### src/rtl/gb_dbg_pkg.sv
// rtl/gb_dbg_pkg.sv - shared opcodes, state encoding and sizing helper for the run controller
package gb_dbg_pkg;

    localparam logic [2:0] OP_NOP      = 3'd0;
    localparam logic [2:0] OP_HALT     = 3'd1;
    localparam logic [2:0] OP_RUN      = 3'd2;
    localparam logic [2:0] OP_STEP     = 3'd3;
    localparam logic [2:0] OP_SET_BP   = 3'd4;
    localparam logic [2:0] OP_CLR_BP   = 3'd5;
    localparam logic [2:0] OP_CORE_RST = 3'd6;

    typedef enum logic [2:0] {
        S_WAIT,
        S_RESET,
        S_RUN,
        S_HALT,
        S_STEP
    } run_state_t;

    function automatic int max3(input int a, input int b, input int c);
        int m;
        m = (a > b) ? a : b;
        return (m > c) ? m : c;
    endfunction

endpackage

### src/rtl/gb_bp_match.sv
// rtl/gb_bp_match.sv - address breakpoint slots with per-slot comparators
module gb_bp_match #(
    parameter int BP_COUNT = 2
) (
    input  logic                clk,
    input  logic                rst,
    input  logic                wr_en,
    input  logic                wr_set,
    input  logic [2:0]          wr_idx,
    input  logic [15:0]         wr_addr,
    input  logic                probe,
    input  logic [15:0]         addr,
    output logic [BP_COUNT-1:0] match
);

    logic [BP_COUNT-1:0] slot_en;
    logic [15:0]         slot_addr [BP_COUNT];

    // Indices at or above BP_COUNT never hit a slot, so out-of-range writes drop silently.
    always_ff @(posedge clk) begin
        if (rst) begin
            slot_en <= '0;
            for (int i = 0; i < BP_COUNT; i++) begin
                slot_addr[i] <= '0;
            end
        end else if (wr_en) begin
            for (int i = 0; i < BP_COUNT; i++) begin
                if (wr_idx == 3'(i)) begin
                    slot_en[i] <= wr_set;
                    if (wr_set) begin
                        slot_addr[i] <= wr_addr;
                    end
                end
            end
        end
    end

    always_comb begin
        match = '0;
        for (int i = 0; i < BP_COUNT; i++) begin
            match[i] = probe && slot_en[i] && (addr == slot_addr[i]);
        end
    end

endmodule

### src/rtl/gb_run_ctrl.sv
// rtl/gb_run_ctrl.sv - core reset sequencing, clock-enable divider and debug halt/run/step
module gb_run_ctrl
    import gb_dbg_pkg::*;
#(
    parameter int RST_WAIT = 3840,
    parameter int RST_HOLD = 255,
    parameter int CE_DIV   = 64,
    parameter int BP_COUNT = 2,
    parameter int STEP_W   = 16
) (
    input  logic                clk,
    input  logic                rst,
    input  logic                cmd_valid,
    output logic                cmd_ready,
    input  logic [2:0]          cmd_op,
    input  logic [2:0]          cmd_idx,
    input  logic [15:0]         cmd_arg,
    input  logic [15:0]         core_addr,
    input  logic                core_rd,
    output logic                core_ce,
    output logic                core_rst,
    output logic                halted,
    output logic [BP_COUNT-1:0] bp_hit
);

    localparam int CW = $clog2(max3(RST_WAIT, RST_HOLD, CE_DIV) + 1);
    localparam logic [CW-1:0] WAIT_LAST = CW'(RST_WAIT - 1);
    localparam logic [CW-1:0] HOLD_LAST = CW'(RST_HOLD - 1);
    localparam logic [CW-1:0] DIV_LAST  = CW'(CE_DIV - 1);

    run_state_t          state, state_nxt;
    logic [CW-1:0]       cnt, cnt_nxt;
    logic [CW-1:0]       div, div_nxt;
    logic [STEP_W-1:0]   step_left, step_nxt;
    logic [BP_COUNT-1:0] bp_hit_nxt;
    logic [BP_COUNT-1:0] match;
    logic [STEP_W-1:0]   step_arg;
    logic                accept;
    logic                active;
    logic                bp_any;
    logic                clr_hit;

    assign accept    = cmd_valid && cmd_ready;
    assign active    = (state == S_RUN) || (state == S_STEP);
    assign cmd_ready = (state == S_RUN) || (state == S_HALT) || (state == S_STEP);
    assign core_ce   = active && (div == DIV_LAST);
    assign core_rst  = (state == S_RESET);
    assign halted    = (state == S_HALT);
    assign bp_any    = |match;
    assign step_arg  = cmd_arg[STEP_W-1:0];

    gb_bp_match #(
        .BP_COUNT(BP_COUNT)
    ) u_bp_match (
        .clk     (clk),
        .rst     (rst),
        .wr_en   (accept && ((cmd_op == OP_SET_BP) || (cmd_op == OP_CLR_BP))),
        .wr_set  (cmd_op == OP_SET_BP),
        .wr_idx  (cmd_idx),
        .wr_addr (cmd_arg),
        .probe   (core_ce && core_rd),
        .addr    (core_addr),
        .match   (match)
    );

    always_ff @(posedge clk) begin
        if (rst) begin
            state     <= S_WAIT;
            cnt       <= '0;
            div       <= '0;
            step_left <= '0;
            bp_hit    <= '0;
        end else begin
            state     <= state_nxt;
            cnt       <= cnt_nxt;
            div       <= div_nxt;
            step_left <= step_nxt;
            bp_hit    <= bp_hit_nxt;
        end
    end

    always_comb begin
        state_nxt = state;
        cnt_nxt   = cnt;
        div_nxt   = div;
        step_nxt  = step_left;
        clr_hit   = 1'b0;
        unique case (state)
            S_WAIT: begin
                div_nxt = '0;
                if (cnt == WAIT_LAST) begin
                    cnt_nxt   = '0;
                    state_nxt = S_RESET;
                end else begin
                    cnt_nxt = cnt + 1'b1;
                end
            end
            S_RESET: begin
                div_nxt = '0;
                if (cnt == HOLD_LAST) begin
                    cnt_nxt   = '0;
                    state_nxt = S_RUN;
                end else begin
                    cnt_nxt = cnt + 1'b1;
                end
            end
            S_RUN: begin
                div_nxt = core_ce ? '0 : div + 1'b1;
                if (accept && (cmd_op == OP_RUN)) begin
                    clr_hit = 1'b1;
                end
                if (bp_any || (accept && (cmd_op == OP_HALT))) begin
                    state_nxt = S_HALT;
                end
            end
            S_HALT: begin
                // Divider is frozen here so the pulse period is unbroken across a halt.
                if (accept && (cmd_op == OP_RUN)) begin
                    clr_hit   = 1'b1;
                    state_nxt = S_RUN;
                end else if (accept && (cmd_op == OP_STEP)) begin
                    clr_hit   = 1'b1;
                    step_nxt  = (step_arg == '0) ? STEP_W'(1) : step_arg;
                    state_nxt = S_STEP;
                end
            end
            S_STEP: begin
                div_nxt = core_ce ? '0 : div + 1'b1;
                if (core_ce) begin
                    step_nxt = step_left - 1'b1;
                end
                if (bp_any || (accept && (cmd_op == OP_HALT)) ||
                    (core_ce && (step_left == STEP_W'(1)))) begin
                    state_nxt = S_HALT;
                end
            end
            default: state_nxt = S_WAIT;
        endcase
        // Commands are only accepted past S_WAIT, so this restart covers every legal source.
        if (accept && (cmd_op == OP_CORE_RST)) begin
            state_nxt = S_RESET;
            cnt_nxt   = '0;
            div_nxt   = '0;
        end
        bp_hit_nxt = (clr_hit ? '0 : bp_hit) | match;
    end

endmodule

### config.mk
export PLATFORM = sky130hd
export DESIGN_NAME = gb_run_ctrl
export DESIGN_NICKNAME = d
export VERILOG_FILES = /design/src/rtl/gb_dbg_pkg.sv /design/src/rtl/gb_bp_match.sv /design/src/rtl/gb_run_ctrl.sv
export SDC_FILE = /design/constraint.sdc
export NUM_CORES = 1
export LEC_CHECK = 0
export CAP_MARGIN = 10
export CORE_MARGIN = 3
export CORE_UTILIZATION = 45
export DETAILED_ROUTE_END_ITERATION = 7
export PLACE_DENSITY = 0.66
export SYNTH_ARGS = -nofsm -noshare
export SYNTH_HDL_FRONTEND = slang
export SYNTH_HIERARCHICAL = 1
export SYNTH_SLANG_ARGS = --single-unit
### constraint.sdc
create_clock -name clk -period 6.5 [get_ports clk]
set_input_delay 1.3 -clock clk [delete_from_list [all_inputs] [get_ports clk]]
set_output_delay 1.3 -clock clk [all_outputs]
set_load 0.02 [all_outputs]
# ---- Yosys cells after proc, flatten, opt, wreduce, memory -nomap -nowiden
# Memory sizes are Yosys's and may differ from the RTL's.
# Cells that the tools add are included.
dict set report word_totals {
  reg_bits 47
  ram_bits 32
  input_bits 42
  elab_cells 115
  n_memories 1
}
dict set report classes {
  n_addsub 3
  n_eq_ne 30
  muxes 36
  bitwise 3
  reduce_logical 34
}
# name words width rd rd_ports_with_merged_regs wr line
set memory_table {}
lappend memory_table {u_bp_match.slot_addr 2 16 2 0 2 gb_bp_match.sv:17} ;# logic [15:0] slot_addr [BP_COUNT];
# operator n
set op_table {}
lappend op_table {{$mux W16} 6}
lappend op_table {{$pmux W12 S2} 2}
lappend op_table {{$mux W12} 3}
lappend op_table {{$eq A16 B16 Y1} 2}
lappend op_table {{$pmux W16 S2} 1}
lappend op_table {{$add A12 B1 Y12 const B} 2}
lappend op_table {{$mux W3} 6}
lappend op_table {{$eq A16 B1 Y1 const B} 1}
lappend op_table {{$logic_not A16 Y1} 1}
lappend op_table {{$sub A16 B1 Y16 const B} 1}
lappend op_table {{$mux W1} 15}
lappend op_table {{$pmux W3 S5} 1}
lappend op_table {{$logic_and A1 B1 Y1} 13}
lappend op_table {{$eq A12 B12 Y1 const B} 1}
lappend op_table {{$eq A12 B6 Y1 const B} 1}
lappend op_table {{$eq A12 B8 Y1 const B} 1}
lappend op_table {{$eq A3 B2 Y1 const B} 4}
lappend op_table {{$eq A3 B3 Y1 const B} 4}
lappend op_table {{$ne A3 B1 Y1 const B} 4}
lappend op_table {{$reduce_and A5 Y1} 2}
lappend op_table {{$eq A3 B1 Y1 const B} 3}
lappend op_table {{$ne A2 B1 Y1 const B} 4}
lappend op_table {{$reduce_or A2 Y1} 4}
lappend op_table {{$logic_not A3 Y1} 2}
lappend op_table {{other kinds (11)} 22}

# ---- Depth between registers and ports, before layout
# Gate-level depths: netlist (run 1).
dict set report logic_depth {
  depth_word 12
  mapped_depth 13
}

# ---- Modules after synthesis
# The synthesis (run 1) kept the hierarchy.
# module instances cells_each area_each_um2 seq_area_each_um2
set by_module_without_submodules {}
lappend by_module_without_submodules {gb_run_ctrl 1 349 2671.3 900.9}
lappend by_module_without_submodules {gb_bp_match 1 107 1544.0 1001.0}

# ---- Least setup slack after synthesis (run 1)
# OpenSTA, ideal clock, no wires.
dict set report synth_path {
  path_kind {flip-flop to flip-flop}
  startpoint {register div[0]}
  endpoint {register state[1]}
  setup_time_ns 0.095
  arrival_ns 3.272
  t_required_ns 6.405
  slack_ns 3.133
  path_stages_with_launch 14
  n_path_buf 1
  cell_sequence {dfxtp_1 -> ha_1 -> nand3_1 -> nor4_2 -> buf_2 -> nor2b_1 -> and2_1 -> nand3_1 -> or4_1 -> nor4_2 -> o31a_1 -> or4_1 -> o211ai_1 -> a221oi_1}
}
dict set report synth_via {
  elab_chain_cells 10
}
# element line
set synth_lines {}
lappend synth_lines {{start: declaration} gb_run_ctrl.sv:33} ;# logic [CW-1:0] div, div_nxt;
lappend synth_lines {{start signal: assignment} gb_run_ctrl.sv:76} ;# div <= div_nxt;
lappend synth_lines {{$eq A12 B6 Y1 *} gb_run_ctrl.sv:46} ;# assign core_ce = active && (div == DIV_LAST);
lappend synth_lines {{$logic_and A1 B1 Y1 *} gb_run_ctrl.sv:46}
lappend synth_lines {{net core_ce} gb_run_ctrl.sv:20} ;# output logic core_ce,
lappend synth_lines {{$logic_and A1 B1 Y1 *} gb_run_ctrl.sv:61} ;# .probe (core_ce && core_rd),
lappend synth_lines {{$logic_and A1 B1 Y1 * (2 in a row)} gb_bp_match.sv:41} ;# match[i] = probe && slot_en[i] && (addr == slot_addr[i]);
lappend synth_lines {{net match[0]} gb_run_ctrl.sv:36} ;# logic [BP_COUNT-1:0] match;
lappend synth_lines {{$reduce_or A2 Y1 *} gb_run_ctrl.sv:49} ;# assign bp_any = |match;
lappend synth_lines {{$logic_or A1 B1 Y1 *} {gb_run_ctrl.sv:112, gb_run_ctrl.sv:132}}
lappend synth_lines {{$logic_or A1 B1 Y1} gb_run_ctrl.sv:132} ;# if (bp_any || (accept && (cmd_op == OP_HALT)) ||
lappend synth_lines {{$ne A2 B1 Y1 (no source line)} --}
lappend synth_lines {{$reduce_and A5 Y1 (no source line) *} --}
lappend synth_lines {{end signal: assignment} gb_run_ctrl.sv:74} ;# state <= state_nxt;
lappend synth_lines {{end: declaration} gb_run_ctrl.sv:31} ;# run_state_t state, state_nxt;
# The timed path passes the listed nets; every way through them passes the cells marked *.
# A chain may end at the register's enable or synchronous reset.

# ---- Worst setup path in the final report (run 1)
dict set report layout_path {
  startpoint {register state[1]}
  endpoint {output core_ce}
}
dict set report layout_via {
  elab_chain_cells 3
}
# element line
set layout_lines {}
lappend layout_lines {{$eq A3 B2 Y1 / $eq A3 B3 Y1 (equally long branches)} gb_run_ctrl.sv:44} ;# assign active = (state == S_RUN) || (state == S_STEP);
lappend layout_lines {{$logic_or A1 B1 Y1 *} gb_run_ctrl.sv:44}
lappend layout_lines {{$logic_and A1 B1 Y1 *} gb_run_ctrl.sv:46}
lappend layout_lines {{end: declaration} gb_run_ctrl.sv:20}
# Mark *: on every way between the ends. The rest lies on a longest branch, timed or not.

==> results.cfg, run 1 <==
[clock_network]
clock-sinks = 79
cts_buffer_depth = 2
cts_tree = yes
clk_pin_slew_ns = 0.09
insertion_delay_ns = 0.36
h-tree-depth = 3
cts_hold_buffers = 0
cts_setup_buffers = 0
cts-root-buf = clkbuf_8
cts_buffers = 9
cts_resized = 0

[grt]
grt_pass1_wl_mm = 16.21
grt_usage = 0.1983
antenna_found_initial = 0
overflow = 0
grt_max_degree = 29
grt_pass1_vias = 3337

[detailed_routing]
num_vias = 3541
route.detailed.drc = 0
vias_per_cell = 5.767
drtAntennaViolNets = 0
wl_mm = 10.21
routedWlPerCell_microns = 16.62
drt_iter0_drc = 189
firstDrtPassIters = 4

[critical_path]
critPathLaunchType = flop
cp.required_ns = 5.20
critPathMaxFanout = 16
crit_arrival_ns = 2.66
crit_path_end_kind = primary output
criticalPathCategory = flop to primary output

[floorplanning]
rows = 34
die_w_microns = 102.8
die_h_microns = 102.8
die_area_sq_um = 10560
boundaryPins = 48
core_sq_um = 8891
start_util = 0.4741

[sta]
max_freq_ghz = 0.2523
skew_ns = 0.008223
holdWs_ns = 0.4826
slew_headroom = 0.2799
period_minus_slack_ns = 3.964
setup_tns_ns = 0
rsz0062_at_grt = no
maxSlewViolCount = 0
setup_viol_count_final = 0
hold_viol_final = 0
worstMarginPinSlew_ns = 1.077
fin_crit_sh = 0.6098

[place]
dp_hpwl_mm = 7.463
place_area_sq_um = 4770
place.gp.congestion = 0.8460
numPortBuffers = 47

[power_and_ir_drop]
pwr-share-seq = 0.509
combinationalPowerShare = 0.174
power_density_nw_per_um2 = 223.4
max-vdd-ir-drop_v = 0.0001031
clkPwrFrac = 0.316
p_sw_w = 0.0003379
p_int_w = 0.0007694
leakage_nw = 1.655
p_sw_frac = 0.3052

[synth]
yosys.cell_types.count = 55
syn_avg_cell_area_sq_um = 9.244
synth_seq_cells = 79
ys.flop_type = dfxtp_1
synth_edf_count = 32
synthArstFlopShare = 0
seq_area_frac_synth = 0.4512
syn-cell-area_sq_um = 4215
synth_cells = 456
syn-num-nets = 503
yosys_warnings = 6

[job]
drv_cap = 0

[final_layout]
final_nets = 548
area_growth_pct = 17.60
design_area_sq_um = 4957
n_antenna_cell = 0
final_cell_mix = nand2_1 (50), dfxtp_1 (47), clkdlybuf4s50_1 (47)
mostFrequentLayoutCell = nand2_1
drive_gt1_frac = 0.06522

[hold_path]
min_path_type = flop to flop

[status]
status = finished, final reports clean
==> registers in the layout (all words and copies together) (netlist names) <==
register	count
u_bp_match/slot_en	2
step_left	16
div	12
cnt	12
bp_hit	2
state	3
u_bp_match/slot_addr	32
==> power by group through the flow <==
stage                     Combinational [W]  Sequential (W)  Clock (W)
after detailed placement           0.000193        0.000575          0
after floorplan                    0.000133        0.000561          0
after CTS                          0.000193        0.000563   0.000361
after global placement             0.000189        0.000574          0
after global routing               0.000215        0.000568   0.000382
final                              0.000193        0.000564   0.000350
==> final timing paths <==
| check | start | end | slack (ns) | depth (start not counted) |
|---|---|---|---|---|
| setup / recovery | state[1] | core_ce | 2.54 | 4 |
| hold / removal | u_bp_match/slot_en[1] | u_bp_match/slot_en[1] | 0.48 | 2 |
| setup reg to reg | state[1] | state[1] | 3.06 | 11 |
| hold reg to reg | u_bp_match/slot_en[1] | u_bp_match/slot_en[1] | 0.48 | 2 |
==> final cells by class <==
| class | count | area (sq um) |
|---|---|---|
| clock buffers | 9 | 123.9 |
| clock inverters | 7 | 63.81 |
| fillers | 802 | 3934 |
| inverters | 9 | 33.78 |
| multi-input cells | 351 | 2198 |
| flip-flops and latches | 79 | 1902 |
| well taps | 108 | 135.1 |
| repair buffers | 51 | 500.5 |
==> stage by stage <==
stage / utilization / total power (W) / std cells / setup slack (ns)
after CTS: 0.5576 / 0.001117 / 614 / 2.564
final: 0.5576 / 0.001107 / 614 / 2.536
after detailed placement: 0.5364 / 0.0007674 / 598 / 2.804
after global placement: 0.5364 / 0.0007634 / 598 / 2.874
after floorplan: - / 0.0006942 / 456 / 3.133
after global routing: 0.5576 / 0.001166 / 614 / 2.387
==> metal layers <==
metal | vias to the layer above | track usage | part of all wire
met5 | - | 0 | 0
met4 | 0 | 0.07769 | 0.020
met3 | 21 | 0.03112 | 0.043
met2 | 74 | 0.3247 | 0.48
met1 | 1677 | 0.2641 | 0.46
li1 | 1769 | - | -
==> critical path, stage by stage (launching register included) <==
cell and delay [ns]:
dfxtp_1 0.72, xor2_1 0.18, nand2_1 0.31, nor2b_1 0.42, clkdlybuf4s50_1 0.68
==> cell families (layout without fill, tap and decap cells) <==
group	Yosys count	count (layout)	share of synthesized area
compound gates	94	94	0.1407
xor+xnor	46	46	0.09558
fa+ha+maj	5	5	0.01484
buf+inv	26	76	0.02731
flops	79	79	0.4512
mux	2	2	0.004749
simple gates	204	204	0.2657
==> cells in the mapped netlist (4+ instances only) <==
cell type	n	area, sq um
xnor2_1	29	254.0
clkbuf_1	10	37.54
nor4_2	4	50.05
xor2_1	17	148.9
edfxtp_1	32	960.9
or4_1	5	37.54
o21ai_0	26	130.1
nand3b_1	6	45.04
or3_1	4	25.02
nor3_1	15	75.07
o31a_1	4	35.03
dfxtp_1	47	940.9
nand4_1	13	81.33
ha_1	5	62.56
nor2_1	37	138.9
nand2_1	50	187.7
buf_2	5	25.02
and2_1	22	137.6
inv_1	8	30.03
a211oi_1	8	60.06
nor4_1	10	62.56
nand3_1	14	70.07
a21oi_1	28	140.1
o32ai_1	4	35.03
Note: power is estimated with default switching activity, not from simulation.
==> run 2, diff against run 1 <==
--- a/config.mk
+++ b/config.mk
@@ -9,7 +9,7 @@
 export CORE_MARGIN = 3
 export CORE_UTILIZATION = 45
 export DETAILED_ROUTE_END_ITERATION = 7
-export PLACE_DENSITY = 0.66
+export PLACE_DENSITY = 0.69
 export SYNTH_ARGS = -nofsm -noshare
 export SYNTH_HDL_FRONTEND = slang
 export SYNTH_HIERARCHICAL = 1
==> constraint.sdc (replaced) <==
create_clock -name clk -period 3.35 [get_ports clk]
set_input_delay 0.67 -clock clk [delete_from_list [all_inputs] [get_ports clk]]
set_output_delay 0.67 -clock clk [all_outputs]
set_load 0.02 [all_outputs]
==> results.cfg, run 2 (synthesized netlist as in run 1, its figures left out) <==
[final_layout]
reg_top3 = u_bp_match/slot_addr (32), step_left (16)
multi_input_area_sq_um = 2223
largest_register_ffs = 32
top_register = u_bp_match/slot_addr
final_nets = 558
seq_area_sq_um = 1902
design_area_sq_um = 5066
n_antenna_cell = 0
area_growth_pct = 20.18
post-route-util = 0.5698
final_cell_mix = nand2_1 (50), dfxtp_1 (47), clkdlybuf4s50_1 (47)
mostFrequentLayoutCell = nand2_1
drive_gt1_frac = 0.08333
num-fill-cells = 781

[sta]
rsz0062_at_grt = no
worstMarginPinSlew_ns = 0.7123
hold_viol_final = 0
fin_crit_sh = 0.9136
skew_ns = 0.009037
slew_headroom = 0.5208
setup_ws_ns = 0.2893
setup_tns_ns = 0
setup_viol_count_final = 0
period_minus_slack_ns = 3.061
max_freq_ghz = 0.3267
maxSlewViolCount = 0

[critical_path]
criticalPathCategory = flop to flop
r2r_slack_ns = 0.29
crit_path_end_kind = flop
worstReg2RegEnd = state[1]
critPathMaxFanout = 5
cp.required_ns = 3.61
critPathLaunchType = flop
crit_arrival_ns = 3.32
r2r-start = div[0]
r2r_cells = 12

[floorplanning]
start_util = 0.4741
die_area_sq_um = 10560
boundaryPins = 48
die_w_microns = 102.8
core_sq_um = 8891
die_h_microns = 102.8
rows = 34

[job]
drv_cap = 0

[power_and_ir_drop]
max-vdd-ir-drop_v = 0.0002754
clkPwrFrac = 0.324
pwr-share-seq = 0.491
p_sw_frac = 0.2879
power_w = 0.002196
p_int_w = 0.001563
power_density_nw_per_um2 = 433.4
leakage_nw = 1.705
combinationalPowerShare = 0.185
p_sw_w = 0.0006321

[status]
status = finished, final reports clean

[clock_network]
cts_setup_buffers = 0
insertion_delay_ns = 0.36
clk_pin_slew_ns = 0.09
cts_buffers = 9
cts_tree = yes
clock-sinks = 79
cts_buffer_depth = 2
cts-root-buf = clkbuf_8
h-tree-depth = 3

[grt]
grt_usage = 0.1990
grt_pass1_wl_mm = 16.42
overflow = 0
grt_max_degree = 29
grt_pass1_vias = 3354
antenna_found_initial = 0

[detailed_routing]
vias_per_cell = 5.734
firstDrtPassIters = 5
route.detailed.drc = 0
wl_mm = 10.17
num_vias = 3578
drtAntennaViolNets = 0
routedWlPerCell_microns = 16.29
drt_iter0_drc = 251

[hold_path]
hold_end = step_left[8]
whs_path_depth = 2
min_path_type = flop to flop
hold_start = step_left[8]

[place]
place.gp.congestion = 0.8139
dp_hpwl_mm = 7.505
place_area_sq_um = 4847
numPortBuffers = 47
dp_slack_ns = 0.2938
## run 2: cell count changes in the layout (fill, tap and decap cells not counted), sizes merged
cell      before  now
buf            4   14
inv           12    9
clkinvlp       0    2
bufinv         0    1
## run 2: worst max-delay path: stages, from the launching register on
cell      delay, ns
dfxtp_1        0.40
ha_1           0.21
nand3_1        0.12
nor4_2         0.35
nor2b_4        0.23
and2_1         0.15
nand3_1        0.08
or4_1          0.56
nor4_4         0.22
o31a_1         0.18
or4_1          0.14
o211ai_1       0.09
a221oi_1       0.23
## run 2: routing by layer
metal | wire [microns] | track usage | vias up
met2 | 4973 | 0.3342 | 91
met5 | 0 | 0 | -
met4 | 144 | 0.06474 | 0
li1 | - | - | 1784
met3 | 478 | 0.04398 | 13
met1 | 4570 | 0.2559 | 1690
## run 2: repair_timing
action | in CTS | in global routing
gates resized for setup | 0 | 3
endpoints found under the setup margin | 0 | 1
hold buffers | 0 | 0
## run 2: worst max path at each step
stage,endpoint,cells past startpoint,startpoint,slack (ns)
5_1_grt,state[1],12,div[0],0.01
4_1_cts,state[1],12,div[0],0.25
3_3_place_gp,state[1],9,core_addr[15],0.37
2_1_floorplan,state[1],13,div[0],0.10
3_5_place_dp,state[1],12,div[0],0.29
6_report,state[1],12,div[0],0.29
## run 2: metrics by stage
stage / std cells / hold slack, ns
6_report: 624 / 0.4825
5_1_grt: 624 / 0.5058
4_1_cts: 624 / 0.4866
3_5_place_dp: 608 / 0.4716
3_3_place_gp: 608 / 0.4635
2_1_floorplan: 456 / 0.4305
## run 2: power groups by stage
stage	Clock (W)	Combinational (W)	Sequential (W)
after floorplan	0	0.000259	0.00109
after global placement	0	0.000395	0.00110
after detailed placement	0	0.000402	0.00110
after CTS	0.000729	0.000404	0.00108
after global routing	0.000774	0.000445	0.00108
final	0.000712	0.000406	0.00108
## run 2: area by class of cell
class | count | area share
well taps | 108 | 0.02667
multi-input cells | 351 | 0.4389
repair buffers | 61 | 0.1136
clock inverters | 7 | 0.01432
flip-flops and latches | 79 | 0.3754
clock buffers | 9 | 0.02445
inverters | 9 | 0.006668
==> patch 1: new RTL, config.mk and constraints of run 2 <==
Compare `div` against `DIV_LAST` with >= in place of ==.
--- a/src/rtl/gb_run_ctrl.sv
+++ b/src/rtl/gb_run_ctrl.sv
@@ -43,7 +43,7 @@
     assign accept    = cmd_valid && cmd_ready;
     assign active    = (state == S_RUN) || (state == S_STEP);
     assign cmd_ready = (state == S_RUN) || (state == S_HALT) || (state == S_STEP);
-    assign core_ce   = active && (div == DIV_LAST);
+    assign core_ce   = active && (div >= DIV_LAST);
     assign core_rst  = (state == S_RESET);
     assign halted    = (state == S_HALT);
     assign bp_any    = |match;
Behaviour: no difference found for any inputs over 10 cycles, from zero or initial values and one cycle with rst high; that may be too few to reach the edited logic, so the function may still have changed.
==> patch 1 against run 2 <==
Global-route usage is 1.2 points lower; first-iteration DRC count is 41% lower; sequential cell count did not move; clock skew grew 0.0023 ns; fmax rose by 5.1%; count of clock-buffer cells in the layout is the same; routed wire length fell by 10%; synthesized area is 4.6% lower; utilization barely moved; worst setup slack improved by 0.15 ns; critical path depth did not move; design area down 5.2%; critical path type unchanged; critical endpoint is now state[0]; largest cell class unchanged; highest routed layer unchanged.
Power is not compared: it rests on default switching activity, and its combinational part moved more than twofold at a synthesized area within 25%.
==> patch 1: results (changes against run 2) <==
status=finished, final reports clean (unchanged); Worst Clk Skew=0.0114 ns (was 0.00904 ns); share of layout cells above drive strength 1=8.44% (was 8.33%); Non-clk bufs=54 (was 61); met2 wire length=4.36 mm (was 4.97 mm); fraction of area in multi-input gates=42.1% (was 43.9%); Critical Path AT=3.19 ns (was 3.32 ns); met1 Use GR=25.4% (was 25.6%); CP max FO=12 (was 5); Post-synth top cells=47 x dfxtp_1, 39 x nor2_1, 35 x nand2_1 (was 50 x nand2_1, 47 x dfxtp_1, 37 x nor2_1); register area share after synthesis=47.3% (was 45.1%); vias in the first global route=3056 (was 3354); 1st-iter DRT viols=149 (was 251); met3 Use GR=3.81% (was 4.40%); Crit path largest cell delay=0.54 ns (was 0.56 ns); met2 usage=30.7% (was 33.4%); Via-to-Cell Ratio=5.51 (was 5.73); Multi-In Gates=318 (was 351); Clock-cell share=4.12% (was 3.88%); first-pass GRT wire length=15.1 mm (was 16.4 mm); Post-synth EDFFs=32 (unchanged); Slew @ Worst Pin=0.805 ns (was 0.712 ns); DP Wirelength=6.67 mm (was 7.51 mm); sequential share of cell area=39.6% (was 37.5%); largest net degree at the start of global routing=27 (was 29); GRT Total Usage=18.7% (was 19.9%); met3 WL post-DR=413 um (was 478 um); DR WL/cell=15.8 um (was 16.3 um); M1 wire length=4.28 mm (was 4.57 mm); P_int=0.00145 W; Non-clock inverters=7 (was 9); Post-Place Worst Slack=0.376 ns (was 0.294 ns); worst skew pair latency=about 0.35 ns; filler cell count=779 (was 781); Hold Path Class=register to register (unchanged); clock buffers=9 (unchanged); unique cell type count in the Yosys netlist=57 (was 55); Synth area leaders=edfxtp_1 24%, dfxtp_1 23%, xnor2_1 7.2%, a21oi_1 3.7%, nor2_1 3.6% (was edfxtp_1 23%, dfxtp_1 22%, xnor2_1 6.0%, nand2_1 4.5%, xor2_1 3.5%); post-synth net total=467 (was 503)
## patch 1: cell count changes after synthesis, moves of 5 or more
| cell | before | now |
|---|---|---|
| nand2_1 | 50 | 35 |
| nor3_1 | 15 | 8 |
| xor2_1 | 17 | 10 |
| nand3b_1 | 6 | 0 |
| o21ai_0 | 26 | 20 |
| o21a_1 | 0 | 5 |
## patch 1: worst reg2reg max path, stage by stage (launching register included)
cell       delay (ns)
dfxtp_1          0.40
nand2b_1         0.27
a21oi_1          0.16
buf_4            0.17
nor2b_1          0.17
and2_1           0.18
nand3_1          0.09
or4_1            0.54
nor4_2           0.30
nor4_1           0.12
o31ai_1          0.12
o2111ai_1        0.17
a21oi_1          0.15
## patch 1: stage by stage
stage | std cells | power, W | area (um^2) | hold WS (ns)
floorplan | 420 | 0.00112 | 4020 | 0.431
global placement | 563 | 0.00120 | 4600 | 0.445
detailed placement | 563 | 0.00120 | 4600 | 0.454
CTS | 579 | 0.00191 | 4800 | 0.471
global route | 579 | 0.00196 | 4800 | 0.488
finish | 579 | 0.00189 | 4800 | 0.472
## patch 1: final timing paths
check	from	to	slack (ns)	cells past startpoint
worst min register to register	u_bp_match/slot_en[1]	u_bp_match/slot_en[1]	0.47	2
worst max register to register	state[2]	state[0]	0.44	12
worst min-delay path	u_bp_match/slot_en[1]	u_bp_match/slot_en[1]	0.47	2
worst max-delay path	state[2]	state[0]	0.44	12
## patch 1: logic make-up after synthesis
group | count (synthesis) | share of synthesized area [%]
compound gates | 92 | 14.7
buf+inv | 23 | 2.43
simple gates | 176 | 24.2
mux | 2 | 0.498
xor+xnor | 43 | 9.37
fa+ha+maj | 5 | 1.56
flops | 79 | 47.3
## patch 1: repair_timing
item	CTS	global route
resized for setup	0	1
endpoints found under the hold margin	0	0
endpoints found under the setup margin	0	1
==> patch 2: new RTL, flow settings as in run 2 <==
Made on the original files. Change the parameter `CE_DIV` from 64 to 32.
--- a/src/rtl/gb_run_ctrl.sv
+++ b/src/rtl/gb_run_ctrl.sv
@@ -4,7 +4,7 @@
 #(
     parameter int RST_WAIT = 3840,
     parameter int RST_HOLD = 255,
-    parameter int CE_DIV   = 64,
+    parameter int CE_DIV   = 32,
     parameter int BP_COUNT = 2,
     parameter int STEP_W   = 16
 ) (
Function: same outputs for any inputs over 10 cycles, from zero or initial values and one cycle with rst high; that may be too few to reach the edited logic, so the function may still have changed.
==> patch 2 against run 2 <==
Fmax shrank 1.2%; worst setup slack lost 0.036 ns; critical path type is now register to output port; routed wire length shrank 0.82%; via count is the same; synthesized area decreased by 0.42%; critical endpoint is now core_ce; first-iteration DRC count grew 1.2%; sequential cell count unchanged; design area is 1.8% lower.
Power is not compared: it rests on default switching activity, and its combinational part moved more than twofold at a synthesized area within 25%.
==> patch 2: results (changes against run 2) <==
Synth area leaders=edfxtp_1 23%, dfxtp_1 22%, xnor2_1 6.1%, nand2_1 4.1%, a21oi_1 3.9% (was edfxtp_1 23%, dfxtp_1 22%, xnor2_1 6.0%, nand2_1 4.5%, xor2_1 3.5%); R2R depth=12 (unchanged); first-pass GRT wire length=16.3 mm (was 16.4 mm); register area share after synthesis=45.3% (was 45.1%); first-pass detailed-route iteration total=5 (unchanged); Setup violations, final=0 (unchanged); initial antenna violation count=0 (unchanged); Syn. warnings=6 (unchanged); PortBufs=47 (unchanged); CP delay by family, top=simple AND/OR/NAND/NOR gates (unchanged); FF-to-FF setup slack=0.32 ns (was 0.29 ns); diode count=0 (unchanged); Crit path largest cell delay=0.65 ns (was 0.56 ns); R2R Path End=state[0] (was state[1]); post-synth net total=504 (was 503); post-synthesis cell count=457 (was 456); Worst Clk Skew=0.0114 ns (was 0.00904 ns); GPL Wtd Cong=0.816 (was 0.814); Post-synth top cells=47 x dfxtp_1, 46 x nand2_1, 37 x nor2_1 (was 50 x nand2_1, 47 x dfxtp_1, 37 x nor2_1); CTS Buf Count=9 (unchanged); nets@finish=552 (was 558); status=finished, final reports clean (unchanged); Post-CTS Resized=0 (unchanged); 1st-iter DRT viols=254 (was 251); DR WL/cell=16.3 um (about the same); Slew @ Worst Pin=0.899 ns (was 0.712 ns); Critical Path AT=2.43 ns (was 3.32 ns); DR vias=3578 (unchanged); Largest regs=u_bp_match/slot_addr (32), step_left (16) (unchanged); Setup crit end=core_ce (was state[1]); crit path from=div[0] (unchanged); postcts setup bufs=0 (unchanged); largest net degree at the start of global routing=34 (was 29); DP Wirelength=7.36 mm (was 7.51 mm); share of layout cells above drive strength 1=7.06% (was 8.33%); Critical-path top delay cell=clkdlybuf4s50_1 (was or4_1); vias in the first global route=3415 (was 3354); filler cell count=789 (was 781); Lkg Pwr=roughly 1.7 nW; htree depth=3 (unchanged); GRT Total Usage=19.8% (was 19.9%); unique cell type count in the Yosys netlist=59 (was 55)
[patch 2: worst min path at each step]
stage | start | end | slack (ns) | depth (start not counted)
6_report | step_left[8] | step_left[8] | 0.49 | 2
5_1_grt | u_bp_match/slot_en[1] | u_bp_match/slot_en[1] | 0.51 | 2
3_3_place_gp | step_left[11] | step_left[11] | 0.46 | 2
3_5_place_dp | step_left[11] | step_left[11] | 0.48 | 2
4_1_cts | u_bp_match/slot_en[1] | u_bp_match/slot_en[1] | 0.50 | 2
2_1_floorplan | u_bp_match/slot_en[1] | u_bp_match/slot_en[1] | 0.43 | 2
[patch 2: kinds of logic after synthesis]
group	Yosys count	share of synthesized area (%)
simple gates	203	26.2
flops	79	45.3
mux	1	0.238
buf+inv	28	2.98
fa+ha+maj	5	1.49
compound gates	95	14.2
xor+xnor	46	9.60
[patch 2: cell type report]
cell class                 instances  area share [%]
clock buffer                       9            2.49
clock inverter                     7            1.23
inverter                           9           0.679
multi-input combinational        350            43.9
sequential                        79            38.2
tap                              108            2.72
timing repair buffer              56            10.8
[patch 2: report_power, final]
part,switching [W],internal (W)
registers,0.00000907,0.00101
logic,0.0000711,0.0000776
clock network,0.000391,0.000285
[patch 2: routing by layer]
| metal | global-route usage (%) | share of wire (%) | up-vias |
|---|---|---|---|
| met5 | 0 | 0 | - |
| met4 | 6.46 | 1.1 | 0 |
| met3 | 3.65 | 5.7 | 8 |
| met2 | 33.4 | 49 | 115 |
| met1 | 25.7 | 44 | 1685 |
| li1 | - | - | 1770 |
[patch 2: through the flow]
stage                     util, %  setup slack, ns  std cells  cell area, um^2
final                        56.0            0.254        618             4980
after global routing         56.0          0.00562        618             4980
after CTS                    55.8            0.193        618             4960
after global placement       53.8            0.415        602             4780
after detailed placement     53.8            0.277        602             4780
after floorplan                 -            0.396        457             4200
